**src/rtl/pulse_pkg.sv**
```systemverilog
// Shared pulse front-end parameters and generator state encoding.
// Used by pulse_gen and pulse_filter.
package pulse_pkg;

  localparam int CH_NUM = 32;
  localparam int LEN_W  = 16;
  localparam int CNT_W  = 8;

  typedef enum logic [1:0] {
    IDLE,
    HIGH,
    LOW,
    DONE
  } pg_state_t;

endpackage

```
**src/rtl/pulse_phase_cnt.sv**
```systemverilog
// Loadable down-counter timing one pulse phase.
// expire is high on the last cycle of a phase of length value.
module pulse_phase_cnt
  import pulse_pkg::*;
#(
  parameter int W = LEN_W
) (
  input  logic         clk,
  input  logic         rst_n,
  input  logic         load,
  input  logic [W-1:0] value,
  output logic         expire
);

  logic [W-1:0] cnt;

  // Parks at zero so a long phase never wraps
  always_ff @(posedge clk or negedge rst_n) begin
    if (!rst_n) begin
      cnt <= '0;
    end else if (load) begin
      cnt <= value;
    end else if (cnt != '0) begin
      cnt <= cnt - W'(1);
    end
  end

  assign expire = (cnt == W'(1));

endmodule

```
**src/rtl/pulse_gen.sv**
```systemverilog
// Programmable multi-channel pulse-train generator.
// Emits N masked high/low pulses then strobes done.
module pulse_gen #(
  parameter int CH_NUM = pulse_pkg::CH_NUM,
  parameter int LEN_W  = pulse_pkg::LEN_W,
  parameter int CNT_W  = pulse_pkg::CNT_W
) (
  input  logic              clk,
  input  logic              rst_n,
  input  logic              start,
  input  logic              abort,
  input  logic [CH_NUM-1:0] pulse_mask,
  input  logic [LEN_W-1:0]  high_len,
  input  logic [LEN_W-1:0]  low_len,
  input  logic [CNT_W-1:0]  pulse_num,
  output logic [CH_NUM-1:0] pulse_out,
  output logic              busy,
  output logic              done
);

  import pulse_pkg::*;

  pg_state_t         state;
  logic [CH_NUM-1:0] mask_q;
  logic [LEN_W-1:0]  high_q;
  logic [LEN_W-1:0]  low_q;
  logic [CNT_W-1:0]  pcnt;
  logic [CNT_W-1:0]  rem;
  logic              ok;
  logic              expire;
  logic              load;
  logic [LEN_W-1:0]  load_val;

  assign ok  = start && (high_len != '0) && (pulse_num != '0);
  assign rem = pcnt - CNT_W'(1);

  // Phase reload decision mirrors the FSM transitions below
  always_comb begin
    load     = 1'b0;
    load_val = high_q;
    unique case (state)
      IDLE: begin
        if (ok) begin
          load     = 1'b1;
          load_val = high_len;
        end
      end
      HIGH: begin
        if (!abort && expire) begin
          if (low_q != '0) begin
            load     = 1'b1;
            load_val = low_q;
          end else if (rem != '0) begin
            load = 1'b1;
          end
        end
      end
      LOW: begin
        if (!abort && expire && pcnt != '0) begin
          load = 1'b1;
        end
      end
      default: ;
    endcase
  end

  pulse_phase_cnt #(
    .W(LEN_W)
  ) u_phase (
    .clk   (clk),
    .rst_n (rst_n),
    .load  (load),
    .value (load_val),
    .expire(expire)
  );

  always_ff @(posedge clk or negedge rst_n) begin
    if (!rst_n) begin
      state     <= IDLE;
      pulse_out <= '0;
      busy      <= 1'b0;
      done      <= 1'b0;
      mask_q    <= '0;
      high_q    <= '0;
      low_q     <= '0;
      pcnt      <= '0;
    end else begin
      unique case (state)
        IDLE: begin
          if (ok) begin
            state     <= HIGH;
            pulse_out <= pulse_mask;
            busy      <= 1'b1;
            mask_q    <= pulse_mask;
            high_q    <= high_len;
            low_q     <= low_len;
            pcnt      <= pulse_num;
          end else if (start) begin
            state <= DONE;
            done  <= 1'b1;
          end
        end
        HIGH: begin
          if (abort) begin
            state     <= DONE;
            pulse_out <= '0;
            busy      <= 1'b0;
            done      <= 1'b1;
          end else if (expire) begin
            pcnt <= rem;
            if (low_q != '0) begin
              state     <= LOW;
              pulse_out <= '0;
            end else if (rem == '0) begin
              state     <= DONE;
              pulse_out <= '0;
              busy      <= 1'b0;
              done      <= 1'b1;
            end
          end
        end
        LOW: begin
          if (abort || (expire && pcnt == '0)) begin
            state     <= DONE;
            pulse_out <= '0;
            busy      <= 1'b0;
            done      <= 1'b1;
          end else if (expire) begin
            state     <= HIGH;
            pulse_out <= mask_q;
          end
        end
        DONE: begin
          state <= IDLE;
          done  <= 1'b0;
        end
        default: begin
          state <= IDLE;
        end
      endcase
    end
  end

endmodule

```
**config.mk**
```make
export PLATFORM = sky130hd
export DESIGN_NAME = pulse_gen
export DESIGN_NICKNAME = d
export VERILOG_FILES = /design/src/rtl/pulse_pkg.sv /design/src/rtl/pulse_phase_cnt.sv /design/src/rtl/pulse_gen.sv
export SDC_FILE = /design/constraint.sdc
export NUM_CORES = 1
export LEC_CHECK = 0
export CORE_MARGIN = 1
export CORE_UTILIZATION = 54
export CTS_CLUSTER_DIAMETER = 40
export DETAILED_ROUTE_END_ITERATION = 6
export PLACE_DENSITY_LB_ADDON = 0.15
export SYNTH_ARGS = -nofsm -noshare
export SYNTH_HDL_FRONTEND = slang
export SYNTH_SLANG_ARGS = --single-unit
```
**constraint.sdc**
```tcl
create_clock -name clk -period 2.7 [get_ports clk]
set_input_delay 0.405 -clock clk [delete_from_list [all_inputs] [get_ports clk]]
set_output_delay 0.405 -clock clk [all_outputs]
set_load 0.005 [all_outputs]
```
==> flow_summary.yaml <==
drt:
  via_count: 5401
  ant_nets: 0
  initialDrtViolationCount: 617
  firstDrtPassIters: 7
  vias_per_cell: 5.81
  wl_per_cell_um: 17.9
  drc: 7
  drt-total-wl_um: 16600
die:
  row_count: 39
  die_h_um: 112
  initial_core_util_pct: 56.4
  ios: 110
  chipWidth_um: 112
  core_region_area_sq_um: 11600
  dieArea_sq_um: 12600
setup_path:
  cp_max_fo: 19
  reg2reg_depth: 9
  timing.rr.start: "u_phase.cnt[1]"
  crit_type: "reg2reg"
  regToRegEndpoint: "pulse_out[28]"
  rrSetupSlack_ns: 0.11
  startpoint_type: "register"
  cp-end-kind: "register"
  critPathRequiredTime_ns: 3.00
  arrival_ns: 2.88
yosys:
  yosysSeqAreaShare_pct: 47.4
  syn-num-nets: 738
  ys.flop_type: "dfrtp_1"
  synth-edff-count: 0
  async_reset_ff_share_pct: 100
  syn_inst: 653
  synth_cell_types: 54
  syn_area_sq_um: 6550
  synth_area_per_cell_sq_um: 10.0
  synth_seq_cells: 124
  yosysWarnings: 0
sta:
  slew_violations: 0
  max-slew-margin-rel_pct: 49.5
  hold_viol: 0
  finalCritPeriodShare_pct: 95.8
  skew_ns: 0.0114
  rsz0062_at_grt: "no"
  min_period_ns: 2.59
  worstMarginPinSlew_ns: 0.756
  finalSetupViolCount: 0
  fmax_mhz: 387
clock_tree:
  cts_root_buffer: "clkbuf_16"
  numCtsBuffers: 17
  post-cts-setup-buffers: 0
  htree_num_levels: 4
  clock_sinks: 124
  clk_latency_ns: 0.42
  clkSlewWorstSetupHoldPaths_ns: 0.06
  clock_path_buffers: 2
  tritoncts: "built"
final_layout:
  nFillCells: 816
  regArea_sq_um: 3100
  diodes: 0
  area_delta_synth_final_pct: 30.0
  final_common_cell: "nand2_1"
  multi_input_area_sq_um: 3190
  drive_above_1_share_pct: 14.5
  final_cell_mix: "229 x nand2_1, 124 x dfrtp_1, 108 x clkdlybuf4s50_1"
  fin_cells: 929
  nets: 860
global_route:
  antenna_found_initial: 0
  grt_max_degree: 65
  grt_remaining_overflow: 0
  grt_use_total_pct: 28.2
  grt_pass1_wl_um: 27600
  grt_pass1_vias: 5556
pwr:
  clockPowerShare_pct: 22.0
  power.density_nw_per_um2: 1250
  p_total_mw: 10.6
  p_int_mw: 6.77
  power.switching_mw: 3.85
  p_leak_nw: 3.92
  pwr-share-comb_pct: 44.6
  p_sw_share_pct: 36.3
  ir_drop_mv: 0.581
  seq_power_share_pct: 33.4
outcome:
  status: "finished with violations"
  violations: "DRC"
place:
  dpl.hpwl_um: 11100
  port_buffers: 109
  gp_congestion: 0.876
  placed_cells: 898
flow_run:
  max-cap-violations: 0
hold_path:
  hp-class: "in2async"
==> state kept, by name (all words and copies together), names as in the netlist <==
register / cells
u_phase.cnt: 16
pcnt: 8
mask_q: 32
low_q: 16
pulse_out: 32
done: 1
high_q: 16
state: 2
busy: 1
==> layout make-up <==
class	instances	share of cell area, %
inverters	12	0.529
repair buffers	139	16.3
flip-flops and latches	124	36.5
clock inverters	6	1.29
well taps	143	2.10
multi-input cells	481	37.5
clock buffers	24	5.78
==> cells by family after synthesis <==
group	synth area share (%)
AO/OA/AOI/OAI	12.5
buffers and inverters	4.05
adder cells (fa/ha/maj)	1.72
AND/OR/NAND/NOR	20.5
flip-flops	47.4
XOR/XNOR	1.61
multiplexers	12.3
==> how the worst max path moves through the flow <==
| stage | end | startpoint | cells past startpoint |
|---|---|---|---|
| final | pulse_out[28] | u_phase.cnt[1] | 9 |
| after CTS | pulse_out[18] | u_phase.cnt[1] | 9 |
| after global routing | u_phase.cnt[2] | u_phase.cnt[10] | 6 |
| after global placement | u_phase.cnt[15] | high_len[11] | 8 |
| after detailed placement | u_phase.cnt[10] | high_len[10] | 8 |
| after floorplan | pulse_out[0] | u_phase.cnt[1] | 9 |
==> metrics by stage <==
step                      TNS [ns]  hold slack (ns)  util, %  setup WS [ns]  area (sq um)
after floorplan                  0            0.109        -          0.340          6550
after global placement       -1.10            0.348     68.0        -0.0700          7900
after detailed placement    -0.154            0.350     68.0        -0.0673          7900
after CTS                        0            0.452     73.3          0.119          8510
after global routing             0            0.471     73.3         0.0223          8510
final                            0            0.454     73.3          0.115          8510
==> cells in the mapped netlist, types with 4 or more instances <==
cell | instances | area, sq um
nand2_1 | 229 | 860
dfrtp_1 | 124 | 3100
a22o_1 | 33 | 289
mux2_4 | 30 | 450
clkbuf_1 | 26 | 97.6
mux2i_1 | 24 | 240
nor2_1 | 21 | 78.8
nor4_1 | 16 | 100
inv_1 | 12 | 45.0
a21oi_1 | 10 | 50.1
mux2_2 | 10 | 113
o21ai_0 | 10 | 50.1
a222oi_1 | 9 | 90.1
ha_1 | 9 | 113
xor2_1 | 9 | 78.8
a221oi_1 | 7 | 61.3
nand4_1 | 5 | 31.3
nor3_1 | 5 | 25.0
o22a_1 | 5 | 43.8
o31ai_1 | 5 | 37.5
buf_6 | 4 | 45.0
o41ai_1 | 4 | 35.0
==> metal layers <==
metal | GRT usage [%] | routed length [um] | share of wire (%)
met4 | 12.1 | 396 | 2.4
met2 | 46.0 | 7950 | 48
met1 | 36.5 | 7090 | 43
met5 | 0 | 0 | 0
met3 | 6.21 | 1150 | 6.9
==> worst max-delay path: stages (launching register included) <==
cell	delay [ns]
dfrtp_1	0.42
inv_1	0.11
ha_1	0.17
nor4b_2	0.35
nand4_4	0.19
nor3b_4	0.22
a211o_4	0.35
nor2_8	0.12
buf_12	0.20
mux2_4	0.31
==> repair_timing <==
action	in CTS	in global routing
hold endpoints to repair	24	0
hold buffers	1	0
resized for setup	0	0
==> power groups by stage <==
stage               clock (mW)  sequential (mW)  combinational [mW]
global route              2.45             3.65                5.20
detailed placement           0             3.53                4.69
global placement             0             3.49                4.53
floorplan                    0             3.33                3.40
finish                    2.34             3.55                4.74
CTS                       2.37             3.53                4.74
Note: power is estimated with default switching activity, not from simulation.
